`config.mk`:
```
export PLATFORM = sky130hd
export DESIGN_NAME = sm2201_mux_reg_arbiter
export DESIGN_NICKNAME = d
export VERILOG_FILES = /design/src/rtl/sm2201_mux_pkg.sv /design/src/rtl/sm2201_cycle_timer.sv /design/src/rtl/sm2201_mux_reg_arbiter.sv
export SDC_FILE = /design/constraint.sdc
export NUM_CORES = 1
export LEC_CHECK = 0
export CAP_MARGIN = 15
export CORE_MARGIN = 2
export CORE_UTILIZATION = 35
export DETAILED_ROUTE_END_ITERATION = 7
export HOLD_SLACK_MARGIN = 0.05
export SLEW_MARGIN = 25
export SYNTH_ARGS = -nofsm -noshare
export SYNTH_HDL_FRONTEND = slang
export SYNTH_HIERARCHICAL = 1
export SYNTH_SLANG_ARGS = --single-unit
```
`constraint.sdc`:
```
create_clock -name clk -period 2.1 [get_ports clk]
set_input_delay 0.315 -clock clk [delete_from_list [all_inputs] [get_ports clk]]
set_output_delay 0.315 -clock clk [all_outputs]
set_load 0.02 [all_outputs]
```
`src/rtl/sm2201_mux_pkg.sv`:
```
// Shared types and constants for the SM2201 mux/storage register arbiter.
// Latency: n/a (declarations only).
// Backpressure: n/a.
package sm2201_mux_pkg;

    // Counter width: holds SETTLE_CYCLES-1 (max 14) and LATCH_WIDTH-1 (max 6).
    localparam int CNT_W = 4;

    // Word-select / ownership encoding of the 74LS298-style register.
    localparam logic SRC_S1 = 1'b0;
    localparam logic SRC_S2 = 1'b1;

    typedef enum logic [1:0] {
        IDLE   = 2'd0,
        SETTLE = 2'd1,
        STROBE = 2'd2,
        ACK    = 2'd3
    } state_t;

endpackage

```
`src/rtl/sm2201_cycle_timer.sv`:
```
// Loadable down-counter with a zero flag; paces the SETTLE and STROBE phases.
// Latency: load/decrement take effect on the next rising edge; zero is combinational from the count.
// Backpressure: none; the counter stops at zero rather than wrapping.
//
// Ports:
//   clk, rst_n  clock, asynchronous active-low reset
//   load        load load_val on the next edge (has priority over dec)
//   load_val    value to load
//   dec         decrement on the next edge (ignored at zero)
//   zero        count is zero
module sm2201_cycle_timer
    import sm2201_mux_pkg::*;
#(
    parameter int W = CNT_W
) (
    input  logic         clk,
    input  logic         rst_n,
    input  logic         load,
    input  logic [W-1:0] load_val,
    input  logic         dec,
    output logic         zero
);

    localparam logic [W-1:0] ONE = W'(1);

    logic [W-1:0] cnt;

    always_ff @(posedge clk or negedge rst_n) begin
        if (!rst_n) begin
            cnt <= '0;
        end else if (load) begin
            cnt <= load_val;
        end else if (dec && (cnt != '0)) begin
            cnt <= cnt - ONE;
        end
    end

    assign zero = (cnt == '0);

endmodule

```
`src/rtl/sm2201_mux_reg_arbiter.sv`:
```
// Arbitrates two requesters onto one quad 2-input mux/storage register: select, settle, strobe, ack.
// Latency: ws valid after grant edge E0, latch after E0+SETTLE_CYCLES, ack after E0+SETTLE_CYCLES+LATCH_WIDTH.
// Backpressure: requesters hold req until their one-cycle ack; a loser simply waits for the next IDLE pass.
//
// Ports:
//   clk, rst_n      clock, asynchronous active-low reset
//   req1, req2      load requests for the s1 / s2 word (level, held until ack)
//   ack1, ack2      one-cycle pulse: s1 / s2 word latched
//   ws              word select to register (0 = s1, 1 = s2); also records the current winner
//   latch           latch strobe to register
//   busy            FSM not in IDLE
//   q_owner         source currently held in the register
//   q_valid         register holds an acknowledged load since reset
// Build option: define MUX_ARB_ROUND_ROBIN_EN for round-robin on simultaneous requests;
// otherwise req1 has fixed priority.
module sm2201_mux_reg_arbiter
    import sm2201_mux_pkg::*;
#(
    parameter int SETTLE_CYCLES = 2,
    parameter int LATCH_WIDTH   = 1
) (
    input  logic clk,
    input  logic rst_n,
    input  logic req1,
    input  logic req2,
    output logic ack1,
    output logic ack2,
    output logic ws,
    output logic latch,
    output logic busy,
    output logic q_owner,
    output logic q_valid
);

    if ((SETTLE_CYCLES < 1) || (SETTLE_CYCLES > 15)) begin : g_bad_settle
        $error("sm2201_mux_reg_arbiter: SETTLE_CYCLES=%0d outside 1..15", SETTLE_CYCLES);
    end
    if ((LATCH_WIDTH < 1) || (LATCH_WIDTH > 7)) begin : g_bad_latch
        $error("sm2201_mux_reg_arbiter: LATCH_WIDTH=%0d outside 1..7", LATCH_WIDTH);
    end

    localparam logic [CNT_W-1:0] SETTLE_LD = CNT_W'(SETTLE_CYCLES - 1);
    localparam logic [CNT_W-1:0] LATCH_LD  = CNT_W'(LATCH_WIDTH - 1);

    state_t            state_q, state_d;
    logic              ws_d;
    logic              pick;
    logic              win_req;
    logic              q_upd;
    logic              t_load, t_dec, t_zero;
    logic [CNT_W-1:0]  t_val;

    sm2201_cycle_timer #(.W(CNT_W)) u_timer (
        .clk      (clk),
        .rst_n    (rst_n),
        .load     (t_load),
        .load_val (t_val),
        .dec      (t_dec),
        .zero     (t_zero)
    );

    // pick is only consulted when at least one request is high, so !req1
    // selects s2 exactly when req2 is the sole requester.
`ifdef MUX_ARB_ROUND_ROBIN_EN
    logic rr_ptr;

    always_ff @(posedge clk or negedge rst_n) begin
        if (!rst_n) begin
            rr_ptr <= SRC_S1;
        end else if (state_q == ACK) begin
            rr_ptr <= ~ws;
        end
    end

    assign pick = (req1 && req2) ? rr_ptr : !req1;
`else
    assign pick = !req1;
`endif

    // ws doubles as the winner register: it is written only when leaving IDLE.
    assign win_req = (ws == SRC_S2) ? req2 : req1;

    always_comb begin
        state_d = state_q;
        ws_d    = ws;
        t_load  = 1'b0;
        t_val   = '0;
        t_dec   = 1'b0;
        q_upd   = 1'b0;
        unique case (state_q)
            IDLE: begin
                if (req1 || req2) begin
                    state_d = SETTLE;
                    ws_d    = pick;
                    t_load  = 1'b1;
                    t_val   = SETTLE_LD;
                end
            end
            SETTLE: begin
                if (!win_req) begin
                    state_d = IDLE;
                end else if (t_zero) begin
                    state_d = STROBE;
                    t_load  = 1'b1;
                    t_val   = LATCH_LD;
                end else begin
                    t_dec = 1'b1;
                end
            end
            STROBE: begin
                // No abort here: the register may already be capturing.
                if (t_zero) begin
                    state_d = ACK;
                    q_upd   = 1'b1;
                end else begin
                    t_dec = 1'b1;
                end
            end
            ACK: begin
                state_d = IDLE;
            end
            default: begin
                state_d = IDLE;
            end
        endcase
    end

    always_ff @(posedge clk or negedge rst_n) begin
        if (!rst_n) begin
            state_q <= IDLE;
            ws      <= SRC_S1;
            q_owner <= SRC_S1;
            q_valid <= 1'b0;
        end else begin
            state_q <= state_d;
            ws      <= ws_d;
            if (q_upd) begin
                q_owner <= ws;
                q_valid <= 1'b1;
            end
        end
    end

    assign latch = (state_q == STROBE);
    assign busy  = (state_q != IDLE);
    assign ack1  = (state_q == ACK) && (ws == SRC_S1);
    assign ack2  = (state_q == ACK) && (ws == SRC_S2);

endmodule
```
==> results of run 1 <==
## power by group through the flow
stage | clock, uW | combinational (uW) | sequential (uW)
finish | 137 | 788 | 356
detailed placement | 0 | 771 | 358
global route | 153 | 878 | 371
global placement | 0 | 757 | 356
CTS | 143 | 768 | 355
floorplan | 0 | 493 | 371
## layout make-up
class	instances	area, sq um
Timing Repair Buffer	19	168.9
Clock buffer	4	26.28
Multi-Input combinational cell	48	369.1
Fill cell	168	852.1
Inverter	7	26.28
Tap cell	17	21.27
Sequential cell	9	225.2
## through the flow
stage	hold slack, ns	cells	utilization [%]
CTS	0.3556	104	48.74
finish	0.3431	104	49.56
global route	0.3775	104	49.56
detailed placement	0.4527	100	47.26
floorplan	0.01941	65	-
global placement	0.4489	100	47.26
## worst max path at each step
| stage | start | to | cells past startpoint |
|---|---|---|---|
| detailed placement | req2 | u_timer/cnt[3]$_DFFE_PN0P_ | 7 |
| global route | u_timer/cnt[0]$_DFFE_PN0P_ | u_timer/cnt[3]$_DFFE_PN0P_ | 7 |
| global placement | req2 | u_timer/cnt[1]$_DFFE_PN0P_ | 7 |
| floorplan | state_q[0]$_DFFE_PN0P_ | u_timer/cnt[1]$_DFFE_PN0P_ | 7 |
| finish | state_q[0]$_DFFE_PN0P_ | ack1 | 3 |
| CTS | u_timer/cnt[0]$_DFFE_PN0P_ | u_timer/cnt[3]$_DFFE_PN0P_ | 7 |
## timing repair
action / in CTS / in global routing
pin swaps: 0 / 0
hold endpoints to repair: 0 / 0
resized for setup: 1 / 3
setup endpoints to repair: 1 / 4
## cells by family after synthesis
family	Yosys count	share of synthesized area, %
buf+inv	8	6.123
mux	2	4.285
other cells	1	0.6117
fa+ha+maj	5	10.20
flops	9	36.74
compound gates	17	19.39
simple gates	21	22.65
## cells in the final DEF (no fill, tap or decap), types with 2 or more instances in the layout
cell,synthesis,layout
a221o_1,2,2
nand2_1,6,6
nor3b_2,1,2
nor3_1,2,2
inv_1,7,7
a21oi_1,6,6
buf_4,0,9
clkbuf_4,0,3
dfrtp_1,9,9
ha_1,5,5
o21ai_0,2,2
clkdlybuf4s50_1,0,8
nor2_1,2,2
conb_1,1,3
## worst max-delay path: cells and delay by family (launching register included)
family | cells | cell delay, ns
buffers and inverters | 1 | 0.53
DFF | 1 | 0.45
and+or+nand+nor | 1 | 0.18
adders and majority gates | 1 | 0.23
## per-layer routing
layer,vias to the layer above,track usage [%],part of all wire (%)
li1,273,-,-
met1,252,17.87,43
met2,14,24.72,50
met3,0,7.540,6.9
met4,0,1.714,0
met5,-,0,0
==> flow_summary.html, run 1 <==
<table>
<tr><th>Metric</th><th>Value</th></tr>
<tr><th colspan="2">Outcome</th></tr>
<tr><td>Outcome</td><td>finished, final reports clean</td></tr>
<tr><th colspan="2">Yosys</th></tr>
<tr><td>Warnings, synthesis</td><td>6</td></tr>
<tr><td>Number of storage elements in the synthesis netlist</td><td>9</td></tr>
<tr><td>Syn avg cell area</td><td>9.732 sq um</td></tr>
<tr><td>Sequential area share after synthesis</td><td>36.73%</td></tr>
<tr><td>Distinct cell type count of the synthesized netlist</td><td>30</td></tr>
<tr><td>Number of enable flip-flop cells after synthesis</td><td>0</td></tr>
<tr><td>Most common cell in the synthesized netlist</td><td>dfrtp_1</td></tr>
<tr><td>Library cell occupying the most area in the post-synthesis netlist</td><td>dfrtp_1</td></tr>
<tr><td>Main flop type after synthesis</td><td>dfrtp_1</td></tr>
<tr><td>Biggest area contributors in the synthesized netlist</td><td>dfrtp_1, ha_1, a21oi_1, inv_1, nand2_1</td></tr>
<tr><td>Synthesized netlist cell count</td><td>63</td></tr>
<tr><td>Top cell type's share of synthesized area</td><td>36.73%</td></tr>
<tr><td>Synthesized area</td><td>613.1 sq um</td></tr>
<tr><td>Post-synthesis async set-or-reset flop share</td><td>100.0%</td></tr>
<tr><td>Most frequent cells after synthesis</td><td>dfrtp_1, inv_1, a21oi_1, nand2_1, ha_1</td></tr>
<tr><th colspan="2">Timing</th></tr>
<tr><td>Count of final setup violators</td><td>0</td></tr>
<tr><td>Maximum frequency from static timing analysis</td><td>0.5103 GHz</td></tr>
<tr><td>Final max-slew violation count</td><td>0</td></tr>
<tr><td>Final cycle utilization of the critical path</td><td>93.31%</td></tr>
<tr><td>Sum Neg Setup Slack</td><td>0 ns</td></tr>
<tr><td>Clock Skews</td><td>0.002597 ns</td></tr>
<tr><td>Post-route worst setup slack</td><td>0.1404 ns</td></tr>
<tr><td>Minimum clock period</td><td>1.960 ns</td></tr>
<tr><td>Number of hold-slack violations in the final timing report</td><td>0</td></tr>
<tr><td>RSZ-0062 raised after global routing</td><td>no</td></tr>
<tr><th colspan="2">Place</th></tr>
<tr><td>Number of port buffers</td><td>10</td></tr>
<tr><td>Global placer's final weighted congestion</td><td>0.7810</td></tr>
<tr><td>Instance area at placement</td><td>798.3 sq um</td></tr>
<tr><td>Pre-CTS setup slack</td><td>-0.03256 ns</td></tr>
<tr><td>Half-perimeter wire length after detailed placement</td><td>978.3 um</td></tr>
<tr><th colspan="2">Floorplan</th></tr>
<tr><td>IO Count</td><td>11</td></tr>
<tr><td>Area of the die</td><td>2103 sq um</td></tr>
<tr><td>Starting utilization of the core area</td><td>36.30%</td></tr>
<tr><td>Core Footprint</td><td>1689 sq um</td></tr>
<tr><td>Rows</td><td>15</td></tr>
<tr><td>Die boundary width</td><td>45.86 um</td></tr>
<tr><td>Height of the die</td><td>45.86 um</td></tr>
<tr><th colspan="2">Setup path</th></tr>
<tr><td>Reg2Reg Depth</td><td>7</td></tr>
<tr><td>Worst flop-to-flop path startpoint</td><td>u_timer/cnt[0]$_DFFE_PN0P_</td></tr>
<tr><td>Biggest fanout along the worst timing path</td><td>6</td></tr>
<tr><td>Sort of element at the end of the critical path</td><td>primary output</td></tr>
<tr><td>Data arrival time of the worst path</td><td>1.64 ns</td></tr>
<tr><td>Stage delay of the slowest cell on the critical path</td><td>0.53 ns</td></tr>
<tr><td>Flop-to-flop setup slack</td><td>0.22 ns</td></tr>
<tr><td>Reg-to-reg endpoint</td><td>u_timer/cnt[3]$_DFFE_PN0P_</td></tr>
<tr><td>Worst endpoint required time</td><td>1.78 ns</td></tr>
<tr><td>Critical path cell sequence</td><td>ha_1 &gt; and2b_2 &gt; clkdlybuf4s50_1</td></tr>
<tr><td>CP Launch Type</td><td>flip-flop</td></tr>
<tr><td>WS Path Type</td><td>reg -&gt; out</td></tr>
<tr><td>Critical-path top delay cell</td><td>clkdlybuf4s50_1</td></tr>
<tr><th colspan="2">Power</th></tr>
<tr><td>Switching power of the nets</td><td>549.4 uW</td></tr>
<tr><td>Relative contribution of the clock network to total power</td><td>10.7%</td></tr>
<tr><td>Total power</td><td>1280 uW</td></tr>
<tr><td>Leakage component of the power</td><td>0.0003979 uW</td></tr>
<tr><td>Switching part of the total power</td><td>42.91%</td></tr>
<tr><td>Reg power frac</td><td>27.8%</td></tr>
<tr><td>IR Drop Worst-Case VDD</td><td>0.0008378 V</td></tr>
<tr><td>Internal power</td><td>731.0 uW</td></tr>
<tr><td>Comb power frac</td><td>61.6%</td></tr>
<tr><td>Cell area power density</td><td>1530 nW/um^2</td></tr>
<tr><th colspan="2">Drt</th></tr>
<tr><td>Number of design rule violations left after detail routing</td><td>0</td></tr>
<tr><td>Via-per-instance ratio</td><td>5.183</td></tr>
<tr><td>Number of nets with antenna violations after routing</td><td>0</td></tr>
<tr><td>Total iterations of the first detailed-routing run</td><td>4</td></tr>
<tr><td>Detail-routed net length per standard cell</td><td>12.56 um</td></tr>
<tr><td>Starting DRC count in detailed routing</td><td>4</td></tr>
<tr><td>Number of vias in the routed layout</td><td>539</td></tr>
<tr><td>Detailed Route WL</td><td>1.306 mm</td></tr>
<tr><th colspan="2">CTS</th></tr>
<tr><td>Number of H-tree levels</td><td>1</td></tr>
<tr><td>Hold buffer count at CTS</td><td>0</td></tr>
<tr><td>Clock latency of the later-clocked register in the worst-skew pair</td><td>0.26 ns</td></tr>
<tr><td>Number of buffers on the longest clock path</td><td>2</td></tr>
<tr><td>TritonCTS clock tree</td><td>built</td></tr>
<tr><td>Root Driver</td><td>clkbuf_4</td></tr>
<tr><td>Number of buffers added by the clock tree synthesis step</td><td>3</td></tr>
<tr><td>Clock slew seen by the registers of the worst setup and hold paths</td><td>0.06 ns</td></tr>
<tr><td>Total setup buffers inserted after CTS</td><td>0</td></tr>
<tr><td>Clk sink count</td><td>9</td></tr>
<tr><th colspan="2">Run</th></tr>
<tr><td>Max capacitance violation total</td><td>0</td></tr>
<tr><th colspan="2">Cells and area</th></tr>
<tr><td>Final layout net count</td><td>97</td></tr>
<tr><td>Synthesis-to-finish area growth</td><td>36.53%</td></tr>
<tr><td>Count of inserted antenna diode cells</td><td>0</td></tr>
<tr><td>Proportion of layout cells with a drive suffix above 1</td><td>24.14%</td></tr>
<tr><td>Non-Filler Cell Area, Final</td><td>837.1 sq um</td></tr>
<tr><th colspan="2">Global routing</th></tr>
<tr><td>Vias in the first global route</td><td>516</td></tr>
<tr><td>Overall Global Routing Usage</td><td>14.97%</td></tr>
<tr><td>Antenna violations before repair</td><td>0</td></tr>
<tr><td>Wire length of the first global-routing pass</td><td>2.187 mm</td></tr>
<tr><td>Largest net degree at the start of global routing</td><td>10</td></tr>
<tr><td>Global-route congestion overflow total</td><td>0</td></tr>
<tr><th colspan="2">Hold path</th></tr>
<tr><td>Worst min-delay path category</td><td>in -&gt; async</td></tr>
</table>
Power figures use the tool's default switching activity.
==> run 2: changes to the inputs <==
--- a/config.mk
+++ b/config.mk
@@ -10,6 +10,7 @@
 export CORE_UTILIZATION = 35
 export DETAILED_ROUTE_END_ITERATION = 7
 export HOLD_SLACK_MARGIN = 0.05
+export SKIP_CTS_REPAIR_TIMING = 1
 export SLEW_MARGIN = 25
 export SYNTH_ARGS = -nofsm -noshare
 export SYNTH_HDL_FRONTEND = slang
==> run 2 against run 1 <==
Effect of this change:
- largest power group unchanged
- fmax barely moved
- clock skew barely moved
- flip-flop and latch count did not move
- final cell count did not move
- setup slack improved by 0.00056 ns
- critical path depth did not move
- critical path type unchanged
- sequential share of layout area fell by 0.12 points
- register-to-register slack barely moved
==> flow_summary.html, run 2 (same netlist as run 1, synthesis figures left out) <==
<table>
<tr><th>Metric</th><th>Value</th></tr>
<tr><th colspan="2">Power</th></tr>
<tr><td>Total power</td><td>1280 uW</td></tr>
<tr><td>Comb power frac</td><td>61.6%</td></tr>
<tr><td>IR Drop Worst-Case VDD</td><td>0.0008341 V</td></tr>
<tr><td>Reg power frac</td><td>27.8%</td></tr>
<tr><td>Cell area power density</td><td>1523 nW/um^2</td></tr>
<tr><td>Leakage component of the power</td><td>0.0004051 uW</td></tr>
<tr><td>Relative contribution of the clock network to total power</td><td>10.6%</td></tr>
<tr><td>Switching power of the nets</td><td>543.0 uW</td></tr>
<tr><td>Internal power</td><td>737.3 uW</td></tr>
<tr><td>Switching part of the total power</td><td>42.41%</td></tr>
<tr><th colspan="2">Setup path</th></tr>
<tr><td>Sort of element at the end of the critical path</td><td>primary output</td></tr>
<tr><td>Data arrival time of the worst path</td><td>1.64 ns</td></tr>
<tr><td>Flop-to-flop setup slack</td><td>0.22 ns</td></tr>
<tr><td>Reg2Reg Depth</td><td>7</td></tr>
<tr><td>WS Path Type</td><td>reg -&gt; out</td></tr>
<tr><td>Biggest fanout along the worst timing path</td><td>6</td></tr>
<tr><td>Reg-to-reg endpoint</td><td>u_timer/cnt[3]$_DFFE_PN0P_</td></tr>
<tr><td>Critical path cell sequence</td><td>ha_1 &gt; and2b_2 &gt; clkdlybuf4s50_1</td></tr>
<tr><td>Stage delay of the slowest cell on the critical path</td><td>0.53 ns</td></tr>
<tr><td>Critical-path top delay cell</td><td>clkdlybuf4s50_1</td></tr>
<tr><td>CP Launch Type</td><td>flip-flop</td></tr>
<tr><td>Worst flop-to-flop path startpoint</td><td>u_timer/cnt[0]$_DFFE_PN0P_</td></tr>
<tr><td>Worst endpoint required time</td><td>1.78 ns</td></tr>
<tr><th colspan="2">Global routing</th></tr>
<tr><td>Peak-usage layer in the global routing report</td><td>met2</td></tr>
<tr><td>Antenna violations before repair</td><td>0</td></tr>
<tr><td>Wire length of the first global-routing pass</td><td>2.187 mm</td></tr>
<tr><td>Largest net degree at the start of global routing</td><td>10</td></tr>
<tr><td>Fraction of met2 tracks used by global routing</td><td>24.72%</td></tr>
<tr><td>Overall Global Routing Usage</td><td>14.97%</td></tr>
<tr><td>Met3 demand-to-capacity share in global routing</td><td>7.540%</td></tr>
<tr><td>Grt met1 use</td><td>17.87%</td></tr>
<tr><td>Vias in the first global route</td><td>516</td></tr>
<tr><td>Global-route congestion overflow total</td><td>0</td></tr>
<tr><th colspan="2">Cells and area</th></tr>
<tr><td>Count of inserted antenna diode cells</td><td>0</td></tr>
<tr><td>Most frequent cells in the layout</td><td>dfrtp_1, buf_4, clkdlybuf4s50_1</td></tr>
<tr><td>Final layout net count</td><td>97</td></tr>
<tr><td>Proportion of layout cells with a drive suffix above 1</td><td>24.14%</td></tr>
<tr><td>Filler Cells Inserted</td><td>168</td></tr>
<tr><td>Synthesis-to-finish area growth</td><td>37.14%</td></tr>
<tr><th colspan="2">Outcome</th></tr>
<tr><td>Outcome</td><td>finished, final reports clean</td></tr>
<tr><th colspan="2">Timing</th></tr>
<tr><td>RSZ-0062 raised after global routing</td><td>no</td></tr>
<tr><td>Clock Skews</td><td>0.002436 ns</td></tr>
<tr><td>Maximum frequency from static timing analysis</td><td>0.5105 GHz</td></tr>
<tr><td>Final max-slew violation count</td><td>0</td></tr>
<tr><td>Post-route worst setup slack</td><td>0.1409 ns</td></tr>
<tr><td>Count of final setup violators</td><td>0</td></tr>
<tr><td>Number of hold-slack violations in the final timing report</td><td>0</td></tr>
<tr><td>Minimum clock period</td><td>1.959 ns</td></tr>
<tr><td>Final cycle utilization of the critical path</td><td>93.29%</td></tr>
<tr><th colspan="2">CTS</th></tr>
<tr><td>Clock latency of the later-clocked register in the worst-skew pair</td><td>0.26 ns</td></tr>
<tr><td>Number of buffers on the longest clock path</td><td>2</td></tr>
<tr><td>Clock slew seen by the registers of the worst setup and hold paths</td><td>0.06 ns</td></tr>
<tr><td>TritonCTS clock tree</td><td>built</td></tr>
<tr><td>Root Driver</td><td>clkbuf_4</td></tr>
<tr><td>Number of H-tree levels</td><td>1</td></tr>
<tr><td>Number of buffers added by the clock tree synthesis step</td><td>3</td></tr>
<tr><td>Clk sink count</td><td>9</td></tr>
<tr><th colspan="2">Hold path</th></tr>
<tr><td>Worst min-delay path category</td><td>in -&gt; async</td></tr>
<tr><th colspan="2">Place</th></tr>
<tr><td>Pre-CTS setup slack</td><td>-0.03256 ns</td></tr>
<tr><td>Half-perimeter wire length after detailed placement</td><td>978.3 um</td></tr>
<tr><td>Number of port buffers</td><td>10</td></tr>
<tr><td>Global placer's final weighted congestion</td><td>0.7810</td></tr>
<tr><th colspan="2">Drt</th></tr>
<tr><td>Number of nets with antenna violations after routing</td><td>0</td></tr>
<tr><td>Detailed Route WL</td><td>1.271 mm</td></tr>
<tr><td>Number of vias in the routed layout</td><td>529</td></tr>
<tr><td>Starting DRC count in detailed routing</td><td>7</td></tr>
<tr><td>Total iterations of the first detailed-routing run</td><td>4</td></tr>
<tr><td>Detail-routed net length per standard cell</td><td>12.22 um</td></tr>
<tr><td>Number of design rule violations left after detail routing</td><td>0</td></tr>
<tr><td>Via-per-instance ratio</td><td>5.087</td></tr>
<tr><th colspan="2">Floorplan</th></tr>
<tr><td>Height of the die</td><td>45.86 um</td></tr>
<tr><td>Area of the die</td><td>2103 sq um</td></tr>
<tr><td>Core Footprint</td><td>1689 sq um</td></tr>
<tr><td>IO Count</td><td>11</td></tr>
<tr><td>Rows</td><td>15</td></tr>
<tr><td>Starting utilization of the core area</td><td>36.30%</td></tr>
<tr><td>Die boundary width</td><td>45.86 um</td></tr>
<tr><th colspan="2">Run</th></tr>
<tr><td>Max capacitance violation total</td><td>0</td></tr>
</table>
## run 2: cell types whose count changed in the layout (fill, tap and decap cells not counted), sizes merged
cell / before / now
dlygate4sd2: 1 / 0
dlymetal6s2s: 1 / 2
## run 2: power groups by stage
stage               Sequential (uW)  Combinational [uW]  Clock, uW
detailed placement              358                 771          0
finish                          356                 788        136
global placement                356                 757          0
floorplan                       371                 493          0
CTS                             355                 778        143
global route                    371                 884        153
## run 2: through the flow
stage               std cells    TNS, ns  util, %  hold WS [ns]  instance area (sq um)
floorplan                  65          0        -       0.01941                  620.6
global placement          100          0    47.26        0.4489                  798.3
detailed placement        100   -0.04789    47.26        0.4527                  798.3
CTS                       104  -0.003762    48.81        0.3556                  824.5
global route              104          0    49.78        0.3775                  840.8
finish                    104          0    49.78        0.3421                  840.8
## run 2: final cells by class
cell class / count / area [sq um] / share of cell area [%]
flip-flops and latches: 9 / 225.2 / 26.79
multi-input cells: 48 / 369.1 / 43.90
well taps: 17 / 21.27 / 2.530
inverters: 7 / 26.28 / 3.125
clock buffers: 4 / 26.28 / 3.125
repair buffers: 19 / 172.7 / 20.54
## run 2: worst max-delay path by stage
| stage | start | end | slack, ns | cells past startpoint |
|---|---|---|---|---|
| after detailed placement | req2 | u_timer/cnt[3]$_DFFE_PN0P_ | -0.03 | 7 |
| after global routing | u_timer/cnt[0]$_DFFE_PN0P_ | u_timer/cnt[3]$_DFFE_PN0P_ | 0.05 | 7 |
| final | state_q[0]$_DFFE_PN0P_ | ack1 | 0.14 | 3 |
| after floorplan | state_q[0]$_DFFE_PN0P_ | u_timer/cnt[1]$_DFFE_PN0P_ | 0.16 | 7 |
| after global placement | req2 | u_timer/cnt[1]$_DFFE_PN0P_ | 0.003 | 7 |
| after CTS | state_q[0]$_DFFE_PN0P_ | busy | -0.004 | 4 |
## run 2: critical path: cells and delay by family, from the launching register on
family / cells / cell delay, ns
buf+inv: 1 / 0.53
simple gates: 1 / 0.18
flops: 1 / 0.45
fa+ha+maj: 1 / 0.23
## run 2: metal layers
metal / up-vias / wire [um]
li1: 274 / -
met1: 241 / 547
met2: 14 / 633
met3: 0 / 90
met4: 0 / 0
met5: - / 0
==> run 3: changes to the inputs <==
--- a/config.mk
+++ b/config.mk
@@ -5,7 +5,6 @@
 export SDC_FILE = /design/constraint.sdc
 export NUM_CORES = 1
 export LEC_CHECK = 0
-export CAP_MARGIN = 15
 export CORE_MARGIN = 2
 export CORE_UTILIZATION = 35
 export DETAILED_ROUTE_END_ITERATION = 7
==> constraint.sdc (replaced) <==
create_clock -name clk -period 2.3 [get_ports clk]
set_input_delay 0.345 -clock clk [delete_from_list [all_inputs] [get_ports clk]]
set_output_delay 0.345 -clock clk [all_outputs]
set_load 0.02 [all_outputs]
==> run 3 against run 2 <==
Effect of this change:
- critical path depth increased by 1
- cell area fell by 7.1%
- sequential share of layout area grew 2.1 points
- clock power down 6%
- clock skew down 0.0020 ns
- register-to-register slack better by 0.14 ns
- core utilization decreased by 3.6 points
- setup slack improved by 0.013 ns
- die area unchanged
- non-clock buffer count decreased by 6
- flip-flop and latch count is the same
- final cell count down 5.8%
- highest routed layer is now met4
==> flow_summary.html, run 3 (same netlist as run 1, synthesis figures left out) <==
<table>
<tr><th>Metric</th><th>Value</th></tr>
<tr><th colspan="2">Outcome</th></tr>
<tr><td>Outcome</td><td>finished, final reports clean</td></tr>
<tr><th colspan="2">Timing</th></tr>
<tr><td>Final cycle utilization of the critical path</td><td>93.29%</td></tr>
<tr><td>Final max-slew violation count</td><td>0</td></tr>
<tr><td>RSZ-0062 raised after global routing</td><td>no</td></tr>
<tr><td>Count of final setup violators</td><td>0</td></tr>
<tr><td>Clock Skews</td><td>0.0004819 ns</td></tr>
<tr><td>Minimum clock period</td><td>2.146 ns</td></tr>
<tr><td>Sum Neg Setup Slack</td><td>0 ns</td></tr>
<tr><td>Number of hold-slack violations in the final timing report</td><td>0</td></tr>
<tr><td>Maximum frequency from static timing analysis</td><td>0.4661 GHz</td></tr>
<tr><td>Post-route worst setup slack</td><td>0.1543 ns</td></tr>
<tr><th colspan="2">Drt</th></tr>
<tr><td>Number of vias in the routed layout</td><td>507</td></tr>
<tr><td>Total iterations of the first detailed-routing run</td><td>4</td></tr>
<tr><td>Via-per-instance ratio</td><td>5.173</td></tr>
<tr><td>Number of nets with antenna violations after routing</td><td>0</td></tr>
<tr><td>Detail-routed net length per standard cell</td><td>11.83 um</td></tr>
<tr><td>Detailed Route WL</td><td>1.159 mm</td></tr>
<tr><td>Number of design rule violations left after detail routing</td><td>0</td></tr>
<tr><td>Starting DRC count in detailed routing</td><td>13</td></tr>
<tr><th colspan="2">Global routing</th></tr>
<tr><td>Global-route congestion overflow total</td><td>0</td></tr>
<tr><td>Overall Global Routing Usage</td><td>12.23%</td></tr>
<tr><td>Vias in the first global route</td><td>439</td></tr>
<tr><td>Largest net degree at the start of global routing</td><td>11</td></tr>
<tr><td>Wire length of the first global-routing pass</td><td>1.828 mm</td></tr>
<tr><td>Antenna violations before repair</td><td>0</td></tr>
<tr><th colspan="2">Setup path</th></tr>
<tr><td>Critical-path top delay cell</td><td>clkdlybuf4s50_1</td></tr>
<tr><td>Crit path from</td><td>state_q[0]$_DFFE_PN0P_</td></tr>
<tr><td>WS Path Type</td><td>reg -&gt; out</td></tr>
<tr><td>Sort of element at the end of the critical path</td><td>primary output</td></tr>
<tr><td>Cell family with the largest share of critical-path delay</td><td>buffers and inverters</td></tr>
<tr><td>Biggest fanout along the worst timing path</td><td>6</td></tr>
<tr><td>Worst endpoint required time</td><td>1.96 ns</td></tr>
<tr><td>Worst flop-to-flop path startpoint</td><td>state_q[0]$_DFFE_PN0P_</td></tr>
<tr><td>CP Launch Type</td><td>flip-flop</td></tr>
<tr><td>Most common cell type on the critical path</td><td>inv_1</td></tr>
<tr><td>Buffers and inverters on the worst path</td><td>3</td></tr>
<tr><td>Critical path cell sequence</td><td>inv_1 &gt; ha_1 &gt; inv_1 &gt; clkdlybuf4s50_1</td></tr>
<tr><td>Stage delay of the slowest cell on the critical path</td><td>0.61 ns</td></tr>
<tr><td>Data arrival time of the worst path</td><td>1.80 ns</td></tr>
<tr><th colspan="2">Power</th></tr>
<tr><td>Switching power of the nets</td><td>479.3 uW</td></tr>
<tr><td>Relative contribution of the clock network to total power</td><td>11.4%</td></tr>
<tr><td>Leakage component of the power</td><td>0.0003492 uW</td></tr>
<tr><td>Comb power frac</td><td>59.8%</td></tr>
<tr><td>Internal power</td><td>642.3 uW</td></tr>
<tr><td>Reg power frac</td><td>28.8%</td></tr>
<tr><td>Cell area power density</td><td>1437 nW/um^2</td></tr>
<tr><td>Switching part of the total power</td><td>42.74%</td></tr>
<tr><td>IR Drop Worst-Case VDD</td><td>0.0005032 V</td></tr>
<tr><th colspan="2">Place</th></tr>
<tr><td>Instance area at placement</td><td>753.2 sq um</td></tr>
<tr><td>Global placer's final weighted congestion</td><td>0.8172</td></tr>
<tr><td>Pre-CTS setup slack</td><td>0.1333 ns</td></tr>
<tr><td>Half-perimeter wire length after detailed placement</td><td>876.6 um</td></tr>
<tr><td>Number of port buffers</td><td>10</td></tr>
<tr><th colspan="2">CTS</th></tr>
<tr><td>Clock latency of the later-clocked register in the worst-skew pair</td><td>0.26 ns</td></tr>
<tr><td>Number of buffers on the longest clock path</td><td>2</td></tr>
<tr><td>Root Driver</td><td>clkbuf_4</td></tr>
<tr><td>Clock slew seen by the registers of the worst setup and hold paths</td><td>0.07 ns</td></tr>
<tr><td>TritonCTS clock tree</td><td>built</td></tr>
<tr><td>Clk sink count</td><td>9</td></tr>
<tr><td>Number of H-tree levels</td><td>1</td></tr>
<tr><td>Number of buffers added by the clock tree synthesis step</td><td>3</td></tr>
<tr><th colspan="2">Floorplan</th></tr>
<tr><td>Height of the die</td><td>45.86 um</td></tr>
<tr><td>Area of the die</td><td>2103 sq um</td></tr>
<tr><td>Core Footprint</td><td>1689 sq um</td></tr>
<tr><td>Rows</td><td>15</td></tr>
<tr><td>IO Count</td><td>11</td></tr>
<tr><td>Starting utilization of the core area</td><td>36.30%</td></tr>
<tr><td>Die boundary width</td><td>45.86 um</td></tr>
<tr><th colspan="2">Cells and area</th></tr>
<tr><td>Non-Filler Cell Area, Final</td><td>780.7 sq um</td></tr>
<tr><td>Synthesis-to-finish area growth</td><td>27.35%</td></tr>
<tr><td>Proportion of layout cells with a drive suffix above 1</td><td>17.28%</td></tr>
<tr><td>Count of inserted antenna diode cells</td><td>0</td></tr>
<tr><td>Most frequent cells in the layout</td><td>clkdlybuf4s50_1, dfrtp_1, inv_1</td></tr>
<tr><td>Final layout net count</td><td>91</td></tr>
<tr><td>Commonest non-fill, non-tap cell in the layout</td><td>clkdlybuf4s50_1</td></tr>
<tr><th colspan="2">Hold path</th></tr>
<tr><td>Worst min-delay path category</td><td>in -&gt; async</td></tr>
<tr><th colspan="2">Run</th></tr>
<tr><td>Max capacitance violation total</td><td>0</td></tr>
</table>
## run 3: cell count changes in the layout (fill, tap and decap cells not counted), sizes merged
cell	before	now
buf	9	3
clkdlybuf4s50	8	10
dlymetal6s2s	2	0
clkbuf	4	3
clkinv	0	1
## run 3: metal layers
layer | GRT usage [%] | wire length, um
met4 | 6.857 | 6
met3 | 2.381 | 54
met2 | 18.89 | 533
met1 | 15.74 | 564
met5 | 0 | 0
## run 3: per-stage QoR
step | util (%) | instances | hold slack [ns] | power [uW]
floorplan | - | 65 | 0.04941 | 789.0
global placement | 44.59 | 94 | 0.4489 | 988.7
detailed placement | 44.59 | 94 | 0.4515 | 994.6
CTS | 46.22 | 98 | 0.3795 | 1132
global route | 46.22 | 98 | 0.4048 | 1224
finish | 46.22 | 98 | 0.3947 | 1122
## run 3: path summary, 6_finish.rpt
path,end,slack (ns),cells after the start
max in group asynchronous,u_timer/cnt[0]$_DFFE_PN0P_,1.60,1
min in group clk,q_valid$_DFFE_PN0P_,0.47,1
max,busy,0.15,4
min,q_valid$_DFFE_PN0P_,0.39,1
max reg2reg,u_timer/cnt[3]$_DFFE_PN0P_,0.36,8
min reg2reg,q_valid$_DFFE_PN0P_,0.47,1
## run 3: layout make-up
cell class | instances | area (sq um)
Multi-Input combinational cell | 48 | 357.8
Timing Repair Buffer | 13 | 122.6
Clock buffer | 3 | 22.52
Tap cell | 17 | 21.27
Sequential cell | 9 | 225.2
Inverter | 7 | 26.28
Clock inverter | 1 | 5.005
Fill cell | 163 | 908.4
## run 3: worst register-to-register path, delay by kind of cell, from the launching register on
| family | cells | cell delay [ns] |
|---|---|---|
| simple gates | 3 | 0.51 |
| compound gates | 2 | 0.35 |
| flops | 1 | 0.45 |
| buf+inv | 2 | 0.26 |
| fa+ha+maj | 1 | 0.26 |
## run 3: power by group through the flow
stage                     sequential [uW]  clock [uW]  combinational [uW]
after floorplan                       339           0                 450
after global routing                  334         145                 745
after global placement                328           0                 661
final                                 323         128                 670
after detailed placement              326           0                 669
after CTS                             323         138                 671
